--- src/rtl/frame_minmax_pkg.sv ---
// Shared helpers and constants for the frame_minmax block.
// frame_sum (enabled by FRAME_MINMAX_SUM_EN) is sized with sum_w().
package frame_minmax_pkg;

    typedef enum logic {StFirst, StAccum} phase_e;

    localparam int unsigned RST_WORD = 0;
    localparam logic        RST_FLAG = 1'b0;

    function automatic int unsigned clog2_min1(input int unsigned n);
        return ($clog2(n) < 1) ? 1 : $clog2(n);
    endfunction

    function automatic int unsigned sum_w(input int unsigned w, input int unsigned frame_len);
        return w + $clog2(2 * frame_len) + 1;
    endfunction

endpackage

--- src/rtl/minmax_acc.sv ---
// Registered running max/min accumulator with first-load, update and hold controls.
// o_next_* is the value the accumulator takes when loaded/updated this cycle.
module minmax_acc
    import frame_minmax_pkg::*;
#(
    parameter int unsigned width = 8
) (
    input  logic             i_clk,
    input  logic             i_rst_n,
    input  logic             i_load_first,
    input  logic             i_update,
    input  logic [width-1:0] i_largest,
    input  logic [width-1:0] i_smallest,
    output logic [width-1:0] o_next_max,
    output logic [width-1:0] o_next_min
);

    logic [width-1:0] r_acc_max;
    logic [width-1:0] r_acc_min;

    always_comb begin
        o_next_max = i_largest;
        o_next_min = i_smallest;
        if (!i_load_first) begin
            o_next_max = (i_largest > r_acc_max) ? i_largest : r_acc_max;
            o_next_min = (i_smallest < r_acc_min) ? i_smallest : r_acc_min;
        end
    end

    always_ff @(posedge i_clk or negedge i_rst_n) begin
        if (!i_rst_n) begin
            r_acc_max <= width'(RST_WORD);
            r_acc_min <= width'(RST_WORD);
        end else if (i_load_first || i_update) begin
            r_acc_max <= o_next_max;
            r_acc_min <= o_next_min;
        end
    end

endmodule

--- src/rtl/frame_minmax.sv ---
// Per-frame max/min of a largest/smallest pair stream with a valid/ready result register.
// Define FRAME_MINMAX_SUM_EN to add the frame_sum output (sum of both words over the frame).
module frame_minmax
    import frame_minmax_pkg::*;
#(
    parameter int unsigned width     = 8,
    parameter int unsigned FRAME_LEN = 16
) (
    input  logic             clk,
    input  logic             rst,
    input  logic             clr,
    input  logic             in_valid,
    input  logic [width-1:0] largest_in,
    input  logic [width-1:0] smallest_in,
    output logic [width-1:0] frame_max,
    output logic [width-1:0] frame_min,
    output logic             out_valid,
    input  logic             out_ready,
    output logic             frame_active,
    output logic             overflow
`ifdef FRAME_MINMAX_SUM_EN
    ,
    output logic [sum_w(width, FRAME_LEN)-1:0] frame_sum
`endif
);

    localparam int unsigned      CNT_W = clog2_min1(FRAME_LEN);
    localparam logic [CNT_W-1:0] LAST  = CNT_W'(FRAME_LEN - 1);

    logic [CNT_W-1:0] r_count;
    logic [width-1:0] r_frame_max;
    logic [width-1:0] r_frame_min;
    logic             r_out_valid;
    logic             r_overflow;

    phase_e           w_phase;
    logic             w_take;
    logic             w_first;
    logic             w_accum;
    logic             w_last;
    logic             w_xfer;
    logic [width-1:0] w_next_max;
    logic [width-1:0] w_next_min;

    // clr wins over the sample: a pair presented alongside clr is dropped.
    assign w_phase = (r_count == '0) ? StFirst : StAccum;
    assign w_take  = in_valid && !clr;
    assign w_first = w_take && (w_phase == StFirst);
    assign w_accum = w_take && (w_phase == StAccum);
    assign w_last  = w_take && (r_count == LAST);
    assign w_xfer  = r_out_valid && out_ready;

    minmax_acc #(
        .width(width)
    ) u_acc (
        .i_clk       (clk),
        .i_rst_n     (rst),
        .i_load_first(w_first),
        .i_update    (w_accum),
        .i_largest   (largest_in),
        .i_smallest  (smallest_in),
        .o_next_max  (w_next_max),
        .o_next_min  (w_next_min)
    );

    always_ff @(posedge clk or negedge rst) begin
        if (!rst) begin
            r_count <= '0;
        end else if (clr) begin
            r_count <= '0;
        end else if (w_take) begin
            r_count <= w_last ? '0 : r_count + 1'b1;
        end
    end

    // Result register; a completion landing on an unaccepted result overwrites it.
    always_ff @(posedge clk or negedge rst) begin
        if (!rst) begin
            r_frame_max <= width'(RST_WORD);
            r_frame_min <= width'(RST_WORD);
            r_out_valid <= RST_FLAG;
            r_overflow  <= RST_FLAG;
        end else if (clr) begin
            r_out_valid <= 1'b0;
            r_overflow  <= 1'b0;
        end else if (w_last) begin
            r_frame_max <= w_next_max;
            r_frame_min <= w_next_min;
            r_out_valid <= 1'b1;
            if (r_out_valid && !out_ready) begin
                r_overflow <= 1'b1;
            end
        end else if (w_xfer) begin
            r_out_valid <= 1'b0;
        end
    end

`ifdef FRAME_MINMAX_SUM_EN
    localparam int unsigned SUM_W = sum_w(width, FRAME_LEN);

    logic [SUM_W-1:0] r_acc_sum;
    logic [SUM_W-1:0] r_frame_sum;
    logic [SUM_W-1:0] w_next_sum;

    assign w_next_sum = ((w_phase == StFirst) ? '0 : r_acc_sum)
                      + SUM_W'(largest_in) + SUM_W'(smallest_in);

    always_ff @(posedge clk or negedge rst) begin
        if (!rst) begin
            r_acc_sum   <= SUM_W'(RST_WORD);
            r_frame_sum <= SUM_W'(RST_WORD);
        end else if (w_take) begin
            r_acc_sum <= w_next_sum;
            if (w_last) begin
                r_frame_sum <= w_next_sum;
            end
        end
    end

    assign frame_sum = r_frame_sum;
`endif

    assign frame_max    = r_frame_max;
    assign frame_min    = r_frame_min;
    assign out_valid    = r_out_valid;
    assign overflow     = r_overflow;
    assign frame_active = (r_count != '0);

endmodule

--- config.mk ---
export PLATFORM = sky130hd
export DESIGN_NAME = frame_minmax
export DESIGN_NICKNAME = d
export VERILOG_FILES = /design/src/rtl/frame_minmax_pkg.sv /design/src/rtl/minmax_acc.sv /design/src/rtl/frame_minmax.sv
export SDC_FILE = /design/constraint.sdc
export NUM_CORES = 1
export LEC_CHECK = 0
export CORE_MARGIN = 2
export CORE_UTILIZATION = 47
export DETAILED_ROUTE_END_ITERATION = 10
export PLACE_DENSITY_LB_ADDON = 0.25
export SETUP_SLACK_MARGIN = 0.05
export SKIP_LAST_GASP = 1
export SLEW_MARGIN = 20
export SYNTH_ARGS = -nofsm -noshare
export SYNTH_HDL_FRONTEND = slang
export SYNTH_HIERARCHICAL = 1
export SYNTH_SLANG_ARGS = --single-unit
--- constraint.sdc ---
create_clock -name clk -period 2.32 [get_ports clk]
set_input_delay 0.464 -clock clk [delete_from_list [all_inputs] [get_ports clk]]
set_output_delay 0.464 -clock clk [all_outputs]
set_load 0.1 [all_outputs]
==> impl_metrics.csv, run 1 <==
group,metric,value,unit
sta,finalSetupViolations,0,
yosys,netlist.area_leader.share,43.0,%
detailed_routing,drtAntennaViolNets,0,
setup_path,ff2ff_path_depth,9,
power,p_leak,1.50,nW
yosys,synth_enable_flop_cells,0,
sta,tightestPinTransition,842,ps
power,switching_power,0.751,mW
detailed_routing,routedWlPerCell,15.6,um
clock_tree,clk_pin_slew_worst_paths,80,ps
yosys,netlist_top_cells_area,"dfrtp_1 (43%), mux2_2 (19%), ha_1 (9.6%), mux2_4 (6.8%), inv_1 (3.2%)",
power,seq_power_share,35.3,%
setup_path,crit_required,2500,ps
setup_path,slowest_stage,"dfrtp_1",
sta,fin_crit_sh,97.6,%
setup_path,endpoint_kind,"flip-flop",
sta,finalHoldViolCount,0,
sta,finClkSkew,3.84,ps
cells_and_area,nNetsFinal,283,
yosys,synthCells,173,
floorplan,rows,24,
clock_tree,cts.sinks,38,
clock_tree,clk_path_buf_depth,2,
min_path,hold_class,"input port to asynchronous set/reset pin",
clock_tree,htreeDepth,2,
yosys,yosysTopAreaCell,"dfrtp_1",
clock_tree,cts_tree,"done",
setup_path,crit_buf_inv,2,
placed_design,dp_hpwl,3310,um
sta,slew_viol_final,0,
setup_path,regToRegSetupSlack,50,ps
placed_design,dp_cells,288,
floorplan,core,4440,um2
sta,max_freq,0.441,GHz
setup_path,r2r-start,"u_acc/r_acc_max[1]$_DFFE_PN0P_",
global_routing,overflow,0,
sta,relSlewSlack,43.9,%
setup_path,max_stage_delay,400,ps
setup_path,crit_type,"flip-flop to flip-flop",
power,p_comb_share,41.5,%
clock_tree,cts.hold.buffers_added,0,
global_routing,grt_pass1_wl,7510,um
status,status,"completed",
cells_and_area,syn2layout_area_growth,38.7,%
clock_tree,clk_latency,300,ps
power,powerDensity,762,nW/um2
setup_path,path_max_fanout,5,
detailed_routing,drtPass1Iterations,4,
yosys,synth_seq_cells,38,
floorplan,die_h,72.6,um
yosys,ys_types,32,
yosys,synth_async_sr_flop_share,100,%
power,p_int,1.59,mW
detailed_routing,drtIter0Drc,31,
placed_design,gp_congestion,0.857,
global_routing,antenna_found_initial,0,
detailed_routing,finalWirelength,4650,um
setup_path,path_cells,"inv_2, ha_4, nor2b_4, o211ai_1, a21oi_2, a211oi_4, buf_6, mux2_4, mux2_4",
setup_path,cp-start-kind,"flip-flop",
detailed_routing,vias_per_cell,5.33,
detailed_routing,drcViolationCount,0,
cells_and_area,utilization,69.0,%
detailed_routing,vias,1589,
power,p_clk_share,23.2,%
cells_and_area,instances_no_fill,298,
yosys,avgSynthCellArea,12.8,um2
clock_tree,cts-root-buf,"clkbuf_8",
floorplan,initial_core_util,49.8,%
global_routing,grt_usage,18.3,%
placed_design,place_area,2830,um2
sta,fin_crit,2270,ps
floorplan,die_x,72.6,um
floorplan,ioPinCount,40,
global_routing,grt_max_degree,39,
cells_and_area,drive_gt1_share,51.6,%
setup_path,path_common_cell,"mux2_4",
global_routing,grt_pass1_vias,1673,
clock_tree,cts_inserted_buffers,5,
setup_path,path_delay_family,"compound AO/OA/AOI/OAI gates",
yosys,synth_nets,211,
cells_and_area,diodes,0,
yosys,seq_area_frac_synth,43.0,%
flow_run,cap_violations,0,
sta,rsz0062_at_grt,"yes",
cells_and_area,finalInstanceArea,3070,um2
power,sw_frac_of_total,32.1,%
power,ir_drop,0.382,mV
floorplan,fp.dieArea,5270,um2
setup_path,arrival,2450,ps
setup_path,worstReg2RegEnd,"frame_max[7]$_DFFE_PN0P_",
placed_design,port_buffers,39,
yosys,ys_warn_count,6,
yosys,synth_flop_cell,"dfrtp_1",
yosys,syn_area,2210,um2
synthesized netlist by cell type (all sizes together), types with 2 or more instances:
| cell | instances |
|---|---|
| mux2 | 48 |
| dfrtp | 38 |
| inv | 19 |
| ha | 17 |
| a21oi | 12 |
| nand2 | 6 |
| nand2b | 5 |
| nor2 | 5 |
| nand3 | 4 |
| o21ai | 3 |
| nand4 | 2 |
placed cells by master, fill, tap and decap left out, types with 4 or more instances in the layout:
cell             Yosys  layout
buf_4                0      39
dfrtp_1             38      38
mux2_2              38      29
mux2_4              10      19
inv_1               19      18
dlygate4sd2_1        0      14
ha_1                17      12
a21oi_1             10       8
clkbuf_8             0       8
nand2_1              6       5
ha_4                 0       5
clkdlybuf4s50_1      0       4
buf_6                0       4
power by group through the flow:
stage          clock network (mW)  logic, mW  registers (mW)
2_1_floorplan                   0      0.497           0.872
3_3_place_gp                    0      0.808           0.824
3_5_place_dp                    0      0.837           0.835
4_1_cts                     0.559      0.901           0.822
5_1_grt                     0.584       1.06           0.836
6_report                    0.542      0.971           0.826
kinds of logic (layout without fill, tap and decap cells):
| family | count (synthesis) | count (layout) | synth area share (%) |
|---|---|---|---|
| multiplexers | 49 | 49 | 26.6 |
| flip-flops | 38 | 38 | 43.0 |
| AND/OR/NAND/NOR | 25 | 25 | 7.13 |
| AO/OA/AOI/OAI | 23 | 23 | 9.16 |
| buffers and inverters | 20 | 93 | 4.13 |
| adder cells (fa/ha/maj) | 17 | 17 | 9.62 |
| XOR/XNOR | 1 | 1 | 0.396 |
metal layers:
layer / vias to the layer above / GRT usage, % / share of wire (%)
met5: - / 0 / 0
met4: 0 / 5.76 / 1.0
met3: 6 / 4.97 / 4.2
met2: 34 / 31.4 / 51
met1: 789 / 22.4 / 44
li1: 760 / - / -
flip-flops by register name (all words and copies together), names as in the netlist:
| register | cells |
|---|---|
| r_count | 4 |
| u_acc/r_acc_max | 8 |
| frame_max | 8 |
| frame_min | 8 |
| overflow | 1 |
| u_acc/r_acc_min | 8 |
| out_valid | 1 |
cell type report:
cell class,count,area (um2)
well taps,52,65.1
multi-input cells,115,1300
flip-flops and latches,38,951
repair buffers,66,571
clock buffers,8,110
inverters,19,71.3
fillers,322,1380
how the worst max path moves through the flow:
stage | cells after the start | to | from
finish | 9 | frame_max[7]$_DFFE_PN0P_ | u_acc/r_acc_max[1]$_DFFE_PN0P_
global route | 10 | frame_max[7]$_DFFE_PN0P_ | u_acc/r_acc_max[2]$_DFFE_PN0P_
CTS | 9 | frame_max[7]$_DFFE_PN0P_ | largest_in[1]
detailed placement | 8 | frame_max[7]$_DFFE_PN0P_ | largest_in[7]
global placement | 9 | frame_max[4]$_DFFE_PN0P_ | largest_in[1]
floorplan | 7 | frame_max[3]$_DFFE_PN0P_ | largest_in[1]
metrics by stage:
stage                     hold slack [ps]  power [mW]  TNS [ps]  worst slack, ps
after floorplan                       168        1.37         0             44.2
after global placement                491        1.63    -10740             -410
after detailed placement              497        1.67    -11960             -473
after CTS                             305        2.28         0             43.4
after global routing                  344        2.48      -130            -37.5
final                                 263        2.34         0             54.7
worst reg2reg max path, stage by stage, from the launching register on:
cell	delay (ps)
dfrtp_1	400
inv_2	70
ha_4	190
nor2b_4	110
o211ai_1	270
a21oi_2	110
a211oi_4	260
buf_6	170
mux2_4	310
mux2_4	260
repair_timing:
action / 4_1_cts / 5_1_grt
cloned: 0 / 0
endpoints found under the setup margin: 32 / 18
setup buffers: 1 / 1
pin swaps: 16 / 8
gates resized for setup: 26 / 15
Note: power is estimated with default switching activity, not from simulation.
==> run 2, diff against run 1 <==
Settings changed: HOLD_SLACK_MARGIN set to 0.12, SYNTH_HIERARCHICAL 1 to unset.
==> impl_metrics.csv, run 2 <==
group,metric,value,unit
clock_tree,clk_latency,300,ps
setup_path,crit_type,"input port to flip-flop",
setup_path,slowest_stage,"clkdlybuf4s50_1",
clock_tree,clk_path_buf_depth,2,
sta,relSlewSlack,51.9,%
power,ir_drop,0.520,mV
floorplan,core,4410,um2
yosys,synth_flop_cell,"dfrtp_1",
global_routing,grt_usage,20.0,%
yosys,synth_async_sr_flop_share,100,%
setup_path,regToRegSetupSlack,150,ps
yosys,seq_area_frac_synth,43.8,%
power,seq_power_share,37.7,%
setup_path,worstReg2RegEnd,"u_acc.r_acc_max[3]$_DFFE_PN0P_",
setup_path,path_cells,"clkdlybuf4s50_1, ha_1, nand4_1, o21a_1, o31ai_4, buf_6, mux2_2",
power,p_leak,1.52,nW
yosys,syn_area,2170,um2
global_routing,grt_pass1_wl,7900,um
clock_tree,htreeDepth,2,
power,switching_power,0.822,mW
min_path,hp-start,"frame_max[3]$_DFFE_PN0P_",
power,powerDensity,792,nW/um2
setup_path,crit_buf_inv,2,
power,p_clk_share,20.3,%
clock_tree,clk_pin_slew_worst_paths,80,ps
setup_path,path_delay_family,"buffers and inverters",
floorplan,ioPinCount,40,
clock_tree,cts-root-buf,"clkbuf_8",
floorplan,die_h,72.0,um
sta,slew_viol_final,0,
yosys,ys_warn_count,0,
yosys,netlist.area_leader.share,43.8,%
min_path,hold_class,"flip-flop to flip-flop",
sta,finalHoldViolCount,0,
detailed_routing,drcViolationCount,0,
yosys,ys_types,35,
floorplan,die_x,72.0,um
power,fin_total_pwr,2.34,mW
setup_path,r2r-start,"u_acc.r_acc_max[1]$_DFFE_PN0P_",
clock_tree,cts.sinks,38,
setup_path,cp-start-kind,"input port",
detailed_routing,drtPass1Iterations,4,
global_routing,antenna_found_initial,0,
yosys,synth_enable_flop_cells,0,
cells_and_area,syn2layout_area_growth,35.7,%
sta,finClkSkew,7.57,ps
floorplan,rows,24,
yosys,yosysTopAreaCell,"dfrtp_1",
power,p_int,1.51,mW
cells_and_area,instances_no_fill,325,
sta,max_freq,0.450,GHz
placed_design,dp_cells,315,
placed_design,gp_congestion,0.821,
cells_and_area,diodes,0,
cells_and_area,drive_gt1_share,30.4,%
sta,fin_crit,2220,ps
detailed_routing,vias_per_cell,5.44,
sta,tightestPinTransition,716,ps
global_routing,grt_pass1_vias,1767,
cells_and_area,layout_commonest_cell,"buf_4",
flow_run,cap_violations,0,
detailed_routing,routedWlPerCell,15.2,um
yosys,synth_nets,242,
yosys,synth_common_cells,"dfrtp_1 (38), inv_1 (19), ha_1 (17)",
setup_path,ff2ff_path_depth,8,
floorplan,fp.dieArea,5180,um2
yosys,netlist_top_cells_area,"dfrtp_1 (44%), ha_1 (9.8%), mux2_4 (5.5%), mux2i_1 (4.1%), mux2_2 (3.6%)",
global_routing,overflow,0,
setup_path,path_max_fanout,6,
power,sw_frac_of_total,35.2,%
sta,finalSetupViolations,0,
placed_design,dp_hpwl,3490,um
setup_path,endpoint_kind,"flip-flop",
floorplan,initial_core_util,49.2,%
setup_path,crit_required,2510,ps
clock_tree,cts_tree,"done",
sta,fin_crit_sh,95.9,%
status,status,"completed",
yosys,avgSynthCellArea,10.6,um2
setup_path,arrival,2410,ps
power,p_comb_share,42.0,%
setup_path,max_stage_delay,430,ps
detailed_routing,drtAntennaViolNets,0,
detailed_routing,vias,1769,
yosys,yosys.cell_count.top_type,"dfrtp_1",
cells_and_area,layout_common_cells,"buf_4 (46), dfrtp_1 (38), inv_1 (19), nor2_1 (14)",
yosys,synth_seq_cells,38,
yosys,synthCells,204,
clock_tree,cts_inserted_buffers,5,
min_path,hold_depth,2,
detailed_routing,drtIter0Drc,43,
min_path,hold_path_end,"frame_max[3]$_DFFE_PN0P_",
global_routing,grt_max_degree,33,
placed_design,port_buffers,39,
detailed_routing,finalWirelength,4950,um
cells_and_area,nNetsFinal,310,
sta,rsz0062_at_grt,"no",
==> run 2: cell count changes in the layout (fill, tap and decap cells not counted), sizes merged, moves of 5 or more <==
| cell | previous run | this run |
|---|---|---|
| mux2 | 48 | 17 |
| dlygate4sd2 | 14 | 2 |
| nand4 | 2 | 12 |
| nor2 | 5 | 14 |
| mux2i | 1 | 9 |
| nand2 | 6 | 14 |
| clkdlybuf4s50 | 4 | 11 |
| o211ai | 1 | 8 |
| dlymetal6s2s | 0 | 6 |
| nand3 | 4 | 9 |
==> run 2: area by class of cell <==
class                           instances  area [um2]
Timing Repair Buffer                   69         594
Fill cell                             358        1470
Clock buffer                            7        86.3
Clock inverter                          1        5.00
Multi-Input combinational cell        139        1170
Inverter                               19        71.3
Tap cell                               52        65.1
Sequential cell                        38         951
==> run 2: power by group through the flow <==
| stage | logic, mW | clock network [mW] | registers, mW |
|---|---|---|---|
| 5_1_grt | 1.08 | 0.514 | 0.895 |
| 2_1_floorplan | 0.606 | 0 | 0.915 |
| 3_3_place_gp | 0.891 | 0 | 0.878 |
| 4_1_cts | 0.929 | 0.485 | 0.877 |
| 3_5_place_dp | 0.921 | 0 | 0.885 |
| 6_report | 0.980 | 0.475 | 0.881 |
==> run 2: worst min-delay path, stage by stage, from the launching register on <==
cell and delay, ps:
dfrtp_1 350, nand2_1 50, nand3_1 50
==> run 2: cells by family after synthesis <==
kind of cell / count (synthesis) / share of synthesized area, %
AOI/OAI and AO/OA: 38 / 12.3
xor gates and xnor gates: 1 / 0.403
adders and majority gates: 17 / 9.79
buffers and inverters: 27 / 5.24
DFF: 38 / 43.8
muxes: 26 / 14.3
and+or+nand+nor: 57 / 14.1
==> run 2: repair_timing <==
action | CTS | global route
endpoints found under the hold margin | 11 | 0
endpoints found under the setup margin | 19 | 23
hold buffers | 1 | 0
buffers inserted | 0 | 1
gates resized for setup | 3 | 16
gates cloned | 0 | 0
pin swaps | 3 | 10
==> run 2: through the flow <==
stage                     hold WS (ps)  setup WS (ps)  cell area, um2  utilization [%]  TNS (ps)
final                              483           95.6            2950             66.8         0
after global routing               505           39.3            2950             66.8         0
after CTS                          489           73.9            2860             64.9         0
after detailed placement           365           -324            2760             62.5     -8240
after global placement             365           -333            2760             62.5     -7220
after floorplan                    168           88.4            2170                -         0
==> run 2: worst max-delay path by stage <==
stage,startpoint,slack [ps],cells past startpoint,to
3_5_place_dp,largest_in[1],-320,8,u_acc.r_acc_max[6]$_DFFE_PN0P_
2_1_floorplan,largest_in[1],90,7,u_acc.r_acc_max[1]$_DFFE_PN0P_
3_3_place_gp,largest_in[1],-330,8,u_acc.r_acc_max[1]$_DFFE_PN0P_
4_1_cts,smallest_in[5],70,9,frame_min[7]$_DFFE_PN0P_
5_1_grt,largest_in[4],40,7,u_acc.r_acc_max[1]$_DFFE_PN0P_
6_report,largest_in[4],100,7,u_acc.r_acc_max[3]$_DFFE_PN0P_
==> run 2: per-layer routing <==
metal | GRT usage [%] | wire, um | part of all wire, %
met1 | 24.1 | 2230 | 45
met2 | 34.4 | 2440 | 49
met3 | 4.31 | 193 | 3.9
met4 | 8.60 | 84 | 1.7
met5 | 0 | 0 | 0
==> run 3, diff against run 2 <==
Settings changed: CORE_MARGIN 2 to unset, CTS_CLUSTER_SIZE set to 16.
==> impl_metrics.csv, run 3 (same netlist as run 2, synthesis figures left out) <==
group,metric,value,unit
clock_tree,clk_path_buf_depth,2,
detailed_routing,drtAntennaViolNets,0,
cells_and_area,syn2layout_area_growth,38.4,%
placed_design,place_area,2750,um2
sta,tightestPinTransition,859,ps
setup_path,cp-start-kind,"flip-flop",
setup_path,regToRegSetupSlack,110,ps
setup_path,r2r-start,"u_acc.r_acc_max[1]$_DFFE_PN0P_",
clock_tree,cts.hold.buffers_added,0,
power,p_leak,1.59,nW
clock_tree,htreeDepth,2,
detailed_routing,vias,1714,
detailed_routing,vias_per_cell,5.31,
setup_path,crit_required,2500,ps
clock_tree,cts-root-buf,"clkbuf_8",
placed_design,gp_congestion,0.821,
clock_tree,clk_pin_slew_worst_paths,80,ps
sta,setup_tns,0,ps
sta,fin_crit,2210,ps
min_path,hold_class,"input port to asynchronous set/reset pin",
sta,rsz0062_at_grt,"no",
sta,slew_viol_final,0,
floorplan,die_x,70.0,um
floorplan,ioPinCount,40,
global_routing,grt_pass1_vias,1608,
status,status,"completed",
floorplan,core,4380,um2
setup_path,path_max_fanout,5,
clock_tree,cts_inserted_buffers,5,
detailed_routing,drtIter0Drc,106,
setup_path,arrival,2390,ps
global_routing,grt_pass1_wl,7620,um
floorplan,initial_core_util,49.5,%
sta,finalSetupViolations,0,
placed_design,dp_hpwl,3160,um
cells_and_area,diodes,0,
power,fin_total_pwr,2.45,mW
clock_tree,cts_tree,"done",
global_routing,overflow,0,
sta,max_freq,0.453,GHz
cells_and_area,drive_gt1_share,32.1,%
detailed_routing,routedWlPerCell,14.4,um
power,ir_drop,0.465,mV
detailed_routing,finalWirelength,4640,um
cells_and_area,nNetsFinal,308,
power,powerDensity,814,nW/um2
clock_tree,cts.sinks,38,
floorplan,die_h,70.0,um
placed_design,port_buffers,39,
setup_path,crit_type,"flip-flop to flip-flop",
cells_and_area,finalInstanceArea,3010,um2
detailed_routing,drcViolationCount,0,
setup_path,ff2ff_path_depth,8,
placed_design,pre_cts_ws,-298,ps
sta,fin_ws,114,ps
cells_and_area,utilization,68.6,%
global_routing,grt_max_degree,39,
global_routing,grt_usage,20.1,%
setup_path,worstReg2RegEnd,"u_acc.r_acc_max[1]$_DFFE_PN0P_",
sta,relSlewSlack,42.7,%
global_routing,antenna_found_initial,0,
sta,finalHoldViolCount,0,
cells_and_area,layout_commonest_cell,"buf_4",
floorplan,fp.dieArea,4900,um2
clock_tree,clk_latency,290,ps
setup_path,endpoint_kind,"flip-flop",
sta,finClkSkew,8.62,ps
detailed_routing,drtPass1Iterations,4,
sta,fin_crit_sh,95.1,%
flow_run,cap_violations,0,
floorplan,rows,24,
cells_and_area,layout_common_cells,"buf_4 (44), dfrtp_1 (38), inv_1 (19), nor2_1 (14), dlymetal6s2s_1 (14)",
## run 3: cell count changes in the layout (fill, tap and decap cells not counted), sizes merged
cell and change:
dlymetal6s2s +8, clkdlybuf4s50 -6, clkbuf -2, dlygate4sd2 -2, buf -1, bufinv +1
clkinv +1, dlygate4sd3 -1
## run 3: stage by stage
step,hold slack [ps],std cells
after floorplan,168,204
after global placement,462,313
after detailed placement,468,313
after CTS,304,321
after global routing,358,323
final,278,323
## run 3: worst max path at each step
stage                                   start                              to  slack (ps)  cells after the start
2_1_floorplan                   largest_in[1]  u_acc.r_acc_max[1]$_DFFE_PN0P_          90                      7
3_3_place_gp                    largest_in[1]  u_acc.r_acc_max[6]$_DFFE_PN0P_        -260                      8
3_5_place_dp                    largest_in[1]  u_acc.r_acc_max[7]$_DFFE_PN0P_        -300                      8
4_1_cts                         largest_in[1]  u_acc.r_acc_max[7]$_DFFE_PN0P_          50                      8
5_1_grt        u_acc.r_acc_max[1]$_DFFE_PN0P_  u_acc.r_acc_max[1]$_DFFE_PN0P_          20                      8
6_report       u_acc.r_acc_max[1]$_DFFE_PN0P_  u_acc.r_acc_max[1]$_DFFE_PN0P_         110                      8
## run 3: final cells by class
cell class	instances	area [um2]
tap	52	65.1
inverter	19	71.3
sequential	38	951
multi-input combinational	139	1210
clock inverter	3	40.0
fill	340	1380
timing repair buffer	67	603
clock buffer	5	68.8
## run 3: what timing repair did
item                                    CTS  global route
pin swaps                                 2            14
endpoints found under the setup margin   13            24
setup buffers                             0             2
resized for setup                         1            28
## run 3: report_power, final
part / internal (mW) / total, mW / switching, mW
Combinational: 0.524 / 1.01 / 0.488
Sequential: 0.780 / 0.878 / 0.0975
Clock: 0.317 / 0.556 / 0.240
## run 3: worst max-delay path: stages, from the launching register on
cell,delay [ps]
dfrtp_1,370
inv_1,50
ha_1,300
nor2b_1,140
o211a_1,220
o21a_1,230
o31ai_4,290
buf_6,160
mux2_2,330
## run 3: routing by layer
layer / track usage, % / wire length, um
met1: 26.3 / 2220
met2: 33.0 / 2160
met3: 5.19 / 200
met4: 5.33 / 65
met5: 0 / 0
